File: src/rtl/comp_4_pkg.sv
// Shared constants and FSM encoding for the 4-bit comparator exerciser.
package comp_4_pkg;

  localparam int VEC_W = 4;

  // {K,L} result codes driven by a COMP_4-style responder
  localparam logic [1:0] KL_GT  = 2'b10;
  localparam logic [1:0] KL_LT  = 2'b01;
  localparam logic [1:0] KL_EQ  = 2'b11;
  localparam logic [1:0] KL_BAD = 2'b00;

  typedef enum logic [2:0] {
    ST_IDLE,
    ST_APPLY,
    ST_SETTLE,
    ST_CHECK,
    ST_DONE
  } state_t;

endpackage

File: src/rtl/comp_4_ref.sv
// Golden comparator model: operands in, expected {K,L} out. Never yields KL_BAD.
module comp_4_ref
  import comp_4_pkg::*;
(
  input  logic [VEC_W-1:0] i_x,
  input  logic [VEC_W-1:0] i_y,
  output logic [1:0]       o_kl
);

  always_comb begin
    o_kl = KL_EQ;
    if (i_x > i_y)      o_kl = KL_GT;
    else if (i_x < i_y) o_kl = KL_LT;
  end

endmodule

File: src/rtl/comp_4_exerciser.sv
// Self-test initiator: sweeps all 256 X/Y pairs into a comparator, checks K/L
// against the golden code, and reports mismatch count and first failing vector.
module comp_4_exerciser
  import comp_4_pkg::*;
#(
  parameter int SETTLE_CYC = 2,
  parameter int ERR_W      = 9
) (
  input  logic             clk,
  input  logic             rst,
  input  logic             start_i,
  output logic [VEC_W-1:0] X_o,
  output logic [VEC_W-1:0] Y_o,
  input  logic             K_i,
  input  logic             L_i,
  output logic             busy_o,
  output logic             done_o,
  output logic             pass_o,
  output logic [ERR_W-1:0] err_cnt_o,
  output logic [7:0]       first_err_o,
  output logic             first_err_vld_o
);

  localparam logic [3:0] SETTLE_LD = 4'(SETTLE_CYC - 1);

  state_t           r_state, w_state_nxt;
  logic [7:0]       r_idx;
  logic [3:0]       r_settle;
  logic [VEC_W-1:0] r_x, r_y;
  logic             r_busy, r_done;
  logic [ERR_W-1:0] r_err_cnt;
  logic [7:0]       r_first_err;
  logic             r_first_vld;
  logic [1:0]       w_exp;
  logic             w_mis;
  logic             w_start;

  comp_4_ref u_ref (
    .i_x  (r_x),
    .i_y  (r_y),
    .o_kl (w_exp)
  );

  // An illegal 00 code can never equal w_exp, so it always counts as a mismatch
  assign w_mis   = ({K_i, L_i} != w_exp);
  assign w_start = start_i && (r_state == ST_IDLE || r_state == ST_DONE);

  always_ff @(posedge clk) begin
    if (rst) r_state <= ST_IDLE;
    else     r_state <= w_state_nxt;
  end

  always_comb begin
    w_state_nxt = r_state;
    case (r_state)
      ST_IDLE:   if (start_i) w_state_nxt = ST_APPLY;
      ST_APPLY:  w_state_nxt = ST_SETTLE;
      ST_SETTLE: if (r_settle == 4'd0) w_state_nxt = ST_CHECK;
      ST_CHECK:  w_state_nxt = (r_idx == 8'hFF) ? ST_DONE : ST_APPLY;
      ST_DONE:   if (start_i) w_state_nxt = ST_APPLY;
      default:   w_state_nxt = ST_IDLE;
    endcase
  end

  always_ff @(posedge clk) begin
    if (rst) begin
      r_idx       <= 8'd0;
      r_settle    <= 4'd0;
      r_x         <= '0;
      r_y         <= '0;
      r_busy      <= 1'b0;
      r_done      <= 1'b0;
      r_err_cnt   <= '0;
      r_first_err <= 8'd0;
      r_first_vld <= 1'b0;
    end else begin
      case (r_state)
        ST_IDLE, ST_DONE: begin
          if (w_start) begin
            r_idx       <= 8'd0;
            r_err_cnt   <= '0;
            r_first_err <= 8'd0;
            r_first_vld <= 1'b0;
            r_busy      <= 1'b1;
            r_done      <= 1'b0;
          end
        end
        ST_APPLY: begin
          r_x      <= r_idx[7:4];
          r_y      <= r_idx[3:0];
          r_settle <= SETTLE_LD;
        end
        ST_SETTLE: begin
          if (r_settle != 4'd0) r_settle <= r_settle - 4'd1;
        end
        ST_CHECK: begin
          if (w_mis) begin
            if (r_err_cnt != '1) r_err_cnt <= r_err_cnt + ERR_W'(1);
            if (!r_first_vld) begin
              r_first_err <= {r_x, r_y};
              r_first_vld <= 1'b1;
            end
          end
          if (r_idx == 8'hFF) begin
            r_busy <= 1'b0;
            r_done <= 1'b1;
          end else begin
            r_idx <= r_idx + 8'd1;
          end
        end
        default: ;
      endcase
    end
  end

  assign X_o             = r_x;
  assign Y_o             = r_y;
  assign busy_o          = r_busy;
  assign done_o          = r_done;
  assign pass_o          = r_done && (r_err_cnt == '0);
  assign err_cnt_o       = r_err_cnt;
  assign first_err_o     = r_first_err;
  assign first_err_vld_o = r_first_vld;

endmodule

File: config.mk
export PLATFORM = sky130hd
export DESIGN_NAME = comp_4_exerciser
export DESIGN_NICKNAME = d
export VERILOG_FILES = /design/src/rtl/comp_4_pkg.sv /design/src/rtl/comp_4_ref.sv /design/src/rtl/comp_4_exerciser.sv
export SDC_FILE = /design/constraint.sdc
export NUM_CORES = 1
export LEC_CHECK = 0
export CAP_MARGIN = 20
export CORE_MARGIN = 2
export CORE_UTILIZATION = 55
export DETAILED_ROUTE_END_ITERATION = 8
export DONT_BUFFER_PORTS = 1
export PLACE_DENSITY_LB_ADDON = 0.12
export SLEW_MARGIN = 20
export SYNTH_ARGS = -nofsm -noshare
export SYNTH_HDL_FRONTEND = slang
export SYNTH_SLANG_ARGS = --single-unit
export TNS_END_PERCENT = 100
File: constraint.sdc
create_clock -name clk -period 1.91 [get_ports clk]
set_input_delay 0.2865 -clock clk [delete_from_list [all_inputs] [get_ports clk]]
set_output_delay 0.2865 -clock clk [all_outputs]
set_load 0.05 [all_outputs]
* Word level (Yosys, flattened, before mapping)
Index checks and enable logic that the tools add are counted.
** Storage, ports and cells
- Memories :: 0
- Bits in writable memories :: 0
- Output and inout bits :: 29
- Bits in read-only memories :: 0
- Input port bits :: 5
- Bits in latches :: 0
- Bits in registers :: 43
- Word-level logic and storage cells :: 74
** Operators by class
- Div/mod/pow operators :: 0
- Eq/ne operators :: 16
- Multiplexer cells :: 26
- Bitwise gates (word level) :: 0
- $add $sub $neg :: 3
- Shift operators :: 0
- Order comparisons :: 2
- Reduce and logical (&&, ||, !) cells :: 17
- $mul :: 0
** Operator list (count)
- $mux 8 :: 4
- $pmux 8 s2 :: 2
- $mux 9 :: 3
- $pmux 9 s2 :: 1
- $ne 2x2->1 const B :: 7
- $pmux 3 s4 :: 1
- $add 9x1->9 const B :: 1
- $logic_not 9->1 :: 1
- $mux 3 :: 3
- $ne 9x9->1 const B :: 1
- $reduce_and 3->1 :: 3
- $add 8x1->8 const B :: 1
- $eq 8x8->1 const B :: 1
- $pmux 4 s2 :: 1
- $reduce_and 4->1 :: 2
- $eq 3x2->1 const B :: 2
- $pmux 1 s2 :: 3
- $mux 1 :: 5
- $gt 4x4->1 :: 1
- $logic_not 4->1 :: 1
- $lt 4x4->1 :: 1
- $mux 2 :: 2
- $mux 4 :: 1
- $ne 2x1->1 const B :: 2
- other kinds (11) :: 14

* Longest topological paths before layout
- Depth in word-level cells :: 6
- Gate-level depth with buffers :: 8
- Depth with buffers taken out :: 8

* Hierarchy
From an unflattened synthesis, not the netlist that was laid out.
** Second synthesis, totals
- Cell total of the unflattened synthesis :: 244
- Area total of the unflattened synthesis :: 2142.1 µm²
** By module, submodules not included
- comp_4_exerciser :: cells each 230, area an instance 2026.9 µm², instances 1
- comp_4_ref :: cells each 14, area an instance 115.1 µm², instances 1

* Worst setup path after synthesis
No wires, ideal clock.
- Path type :: register to output
- From :: reg r_err_cnt[3] (netlist: err_cnt_o[3])
- To :: out pass_o
- Path slack :: -0.910 ns
- Cell stages (with the launch flop) :: 4
- Buffers on the path :: 0
- Data arrival time :: 2.534 ns
- Path through :: dfxtp_1 > nor4_1 > nand3b_1 > nor4b_1
** On the way
- Word-level cells in the longest chain between the ends :: 2
** Ends and longest elaborated chain
- start, declared :: line comp_4_exerciser.sv:31 : logic [ERR_W-1:0] r_err_cnt;
- start signal, assigned :: line comp_4_exerciser.sv:98 : if (r_err_cnt != '1) r_err_cnt <= r_err_cnt + ERR_W'(1);
- $logic_not 9->1 :: line comp_4_exerciser.sv:120 : assign pass_o = r_done && (r_err_cnt == '0);
- $logic_and 1x1->1 :: line comp_4_exerciser.sv:120
- end, declared :: line comp_4_exerciser.sv:18 : output logic pass_o,
Every way passes these cells.

* Final worst setup path
- From :: reg r_y[1] (netlist: Y_o[1])
- To :: reg r_err_cnt[4] (netlist: err_cnt_o[4])
** On the way
- Word-level cells in the longest chain between the ends :: 6
- Elaborated cells between the ends (all ways) :: 7
- Those cells by class :: order compare: 2; eq/ne: 2; mux: 2; reduce/logical: 1
** Ends and longest elaborated chain
- start, declared :: line comp_4_exerciser.sv:29 : logic [VEC_W-1:0] r_x, r_y;
- start signal, assigned :: line comp_4_exerciser.sv:90 : r_y <= r_idx[3:0];
- $lt 4x4->1 :: line comp_4_ref.sv:13 : else if (i_x < i_y) o_kl = KL_LT;
- $mux 2 :: line comp_4_ref.sv:13
- $mux 2 (*) :: line comp_4_ref.sv:12 : if (i_x > i_y) o_kl = KL_GT;
- $ne 2x2->1 (*) :: line comp_4_exerciser.sv:45 : assign w_mis = ({K_i, L_i} != w_exp);
- $ne 2x2->1 (no source line) (*)
- $reduce_and 4->1 (no source line) (*)
Mark *: on every way between the ends. The rest lies on a longest branch, timed or not.
A chain may end at the register's enable or synchronous reset.

==> impl_results.md <==
* Slew Limit Fails at 0
* Die area at 0.00443 mm2
* TritonCTS buffer count at 5
* Worst slew margin at 63.7%
* Boundary pin count at 34
* Mux contribution to synthesized area at 2.33%
* Setup crit end kind: flip-flop
* Max incr delay on CP at 470 ps
* Compound-Gate Fraction of Synth Area at 17.6%
* Setup TNS at -511 ps
* Crit path max fanout at 5
* Setup violations, final at 11
* Starting Density at 57.9%
* Clk sink count at 43
* Routed Antenna Nets at 0
* EDFF count, synth at 0
* Delay-heaviest family, CP: simple AND/OR/NAND/NOR gates
* Final Core Density at 74.9%
* CP Data Required Time at 2140 ps
* Wire per inst at 16.8 um
* Status: finished with violations
* Hold Crit Start: rst
* Layout cells sized above 1 at 33.7%
* Initial drt markers at 118
* Gpl congestion at 0.858
* Critical Path AT at 2260 ps
* Main combinational cell family by area after synthesis: simple AND/OR/NAND/NOR gates
* RSZ-0062 raised after global routing: yes
* Mapped Area at 0.00215 mm2
* Synth top area cells: dfxtp_1 40%, nand2_1 7.3%, ha_1 5.8%
* Maximum vdd drop at 0.720 mV
* Syn Inst Count at 253
* Synth warn at 0
* Number of global-route vias before repair at 1747
* Simple-gate share of the synthesized area at 24.7%
* Max-cap violations at 0
* WHS Endpoint: X_o[3]
* Hold Path Class: input port to flip-flop
* Row cnt at 22
* Tcrit/Tclk final at 106%
* Mapped Avg Cell Area at 8.50 um2
* Layout Nets at 299
* Worst-Skew Late Latency at 300 ps
* Via density at 5.79
* Cell type with the largest total area after synthesis: dfxtp_1
* Root buf cell: clkbuf_8
* Total GRT Usage at 25.0%
* Startpoint types: flip-flop
* Commonest non-fill, non-tap cell in the layout: nand2_1
* DRT Pass-1 Iters at 4
* Setup ws final at -114 ps
* Worst-path clk slew at 80 ps
* Port Buffers at 0
* Seq/Total Area, Yosys at 40.0%
* Fmax at 494 MHz
* Adder-Cell Fraction of Synth Area at 5.82%
* Top-area cell type share of the netlist area at 40.0%
* Grt ovf at 0
* WP buf/inv at 2
* Worst reg2reg path depth at 8
* R2R setup slack at -110 ps
* Clk buf depth at 2
* Period minus WS final at 2020 ps
* Residual DRC count at 0
* Synth Register Bits at 43
* Leak at 0.966 nW
* Power Dens Cells at 705 mW/mm2
* # diodes at 0
* Critical path type: flip-flop to flip-flop
* CP Cell Sequence: inv_4 -> ha_4 -> nor2_1 -> a21oi_4 -> o211a_4 -> buf_6 -> or4_4 -> o22ai_2
* Yosys cell types at 46
* Total Wirelength at 5.59 mm
* R2r endpoint: err_cnt_o[4]
* Die Y at 66.5 um
* Core region area at 0.00372 mm2
* Chip width at 66.5 um
* Largest net degree at the start of global routing at 39
* Final hold vios at 0
* Mapped Nets at 268
* Initial antenna violation count at 0
* Synth async-reset ratio at 0%
* WHS Path Cells at 1
* Post-Synth XOR/XNOR Area at 4.07%
* First-pass GRT wire length at 8.37 mm
* Setup Skew at 7.35 ps
* Violated checks: setup timing
* Commonest non-fill, non-tap cells in the layout: 42 x nand2_1, 31 x dfxtp_1, 30 x buf_4
* CTS tree: done
* Area grow syn2layout at 29.4%
* Slowest CP cell: or4_4
* Worst reg2reg startpoint: Y_o[1]
* Most frequently used flop master after synthesis: dfxtp_1
* Via count at 1928
* DP HPWL at 3.57 mm
* CTS H-tree lvls at 2
* Worst Tran Pin Value at 543 ps
==> per-layer routing <==
metal | share of wire (%) | vias to the layer above | track usage, % | wire length, um
li1 | - | 957 | - | -
met1 | 44 | 917 | 32.0 | 2480
met2 | 49 | 47 | 39.6 | 2740
met3 | 5.5 | 7 | 7.60 | 305
met4 | 1.1 | 0 | 8.93 | 63
met5 | 0 | - | 0 | 0
==> logic make-up after synthesis <==
group / count (synthesis)
XOR/XNOR: 10
AND/OR/NAND/NOR: 108
adder cells (fa/ha/maj): 10
flip-flops: 43
multiplexers: 5
buffers and inverters: 28
AO/OA/AOI/OAI: 49
==> flip-flops by register name, summed over array words and instances, names as in the netlist <==
register / cells
err_cnt_o: 9
first_err_o: 8
r_idx: 8
X_o: 4
Y_o: 4
r_settle: 4
r_state: 3
busy_o: 1
done_o: 1
first_err_vld_o: 1
==> power by group <==
| group | switching [W] | leakage (nW) | internal [W] | total, W |
|---|---|---|---|---|
| logic | 0.000202 | 0.558 | 0.000122 | 0.000324 |
| clock network | 0.000307 | 0.0524 | 0.000391 | 0.000698 |
| registers | 0.0000312 | 0.355 | 0.000908 | 0.000939 |
| total | 0.000540 | 0.966 | 0.00142 | 0.00196 |
==> worst max-delay path by stage <==
stage / slack, ps / endpoint / start / cells past startpoint
global placement: 10 / first_err_o[2] / Y_o[1] / 7
finish: -110 / err_cnt_o[4] / Y_o[1] / 8
global route: -180 / err_cnt_o[4] / Y_o[1] / 8
floorplan: 6 / first_err_o[1] / Y_o[2] / 8
detailed placement: -30 / first_err_o[2] / Y_o[1] / 7
CTS: -5 / err_cnt_o[4] / err_cnt_o[0] / 8
==> through the flow <==
| stage | hold slack, ps | cells | cell area [um2] | power (W) | setup slack [ps] |
|---|---|---|---|---|---|
| final | 55.8 | 333 | 2780 | 0.00196 | -114 |
| after global routing | 26.6 | 333 | 2780 | 0.00204 | -184 |
| after CTS | 29.4 | 329 | 2660 | 0.00195 | -5.43 |
| after detailed placement | 352 | 320 | 2500 | 0.00125 | -26.6 |
| after global placement | 351 | 320 | 2500 | 0.00125 | 14.7 |
| after floorplan | 452 | 253 | 2260 | 0.00118 | 6.19 |
==> cell usage after synthesis, drive strengths merged, types with 3 or more instances <==
cell	instances
a211oi	4
a21oi	14
buf	5
clkbuf	7
dfxtp	43
ha	10
inv	16
mux2i	5
nand2	42
nand3	10
nand4	3
nor2	15
nor3	10
nor4	3
o21ai	9
o32ai	10
or2	6
xnor2	7
xor2	3
==> what timing repair did <==
| action | 4_1_cts | 5_1_grt |
|---|---|---|
| buffers inserted | 1 | 3 |
| gates resized for setup | 14 | 16 |
| setup endpoints to repair | 11 | 16 |
| hold buffers | 0 | 0 |
| gates cloned | 0 | 1 |
| pin swaps | 3 | 9 |
==> final cells by class <==
cell class              instances  area [um2]
clock inverters                 1        30.0
well taps                      48        60.1
multi-input cells             182        1350
inverters                      16        72.6
fillers                       266         933
clock buffers                   7        76.3
repair buffers                 36         303
flip-flops and latches         43         893
Note: power is estimated with default switching activity, not from simulation.
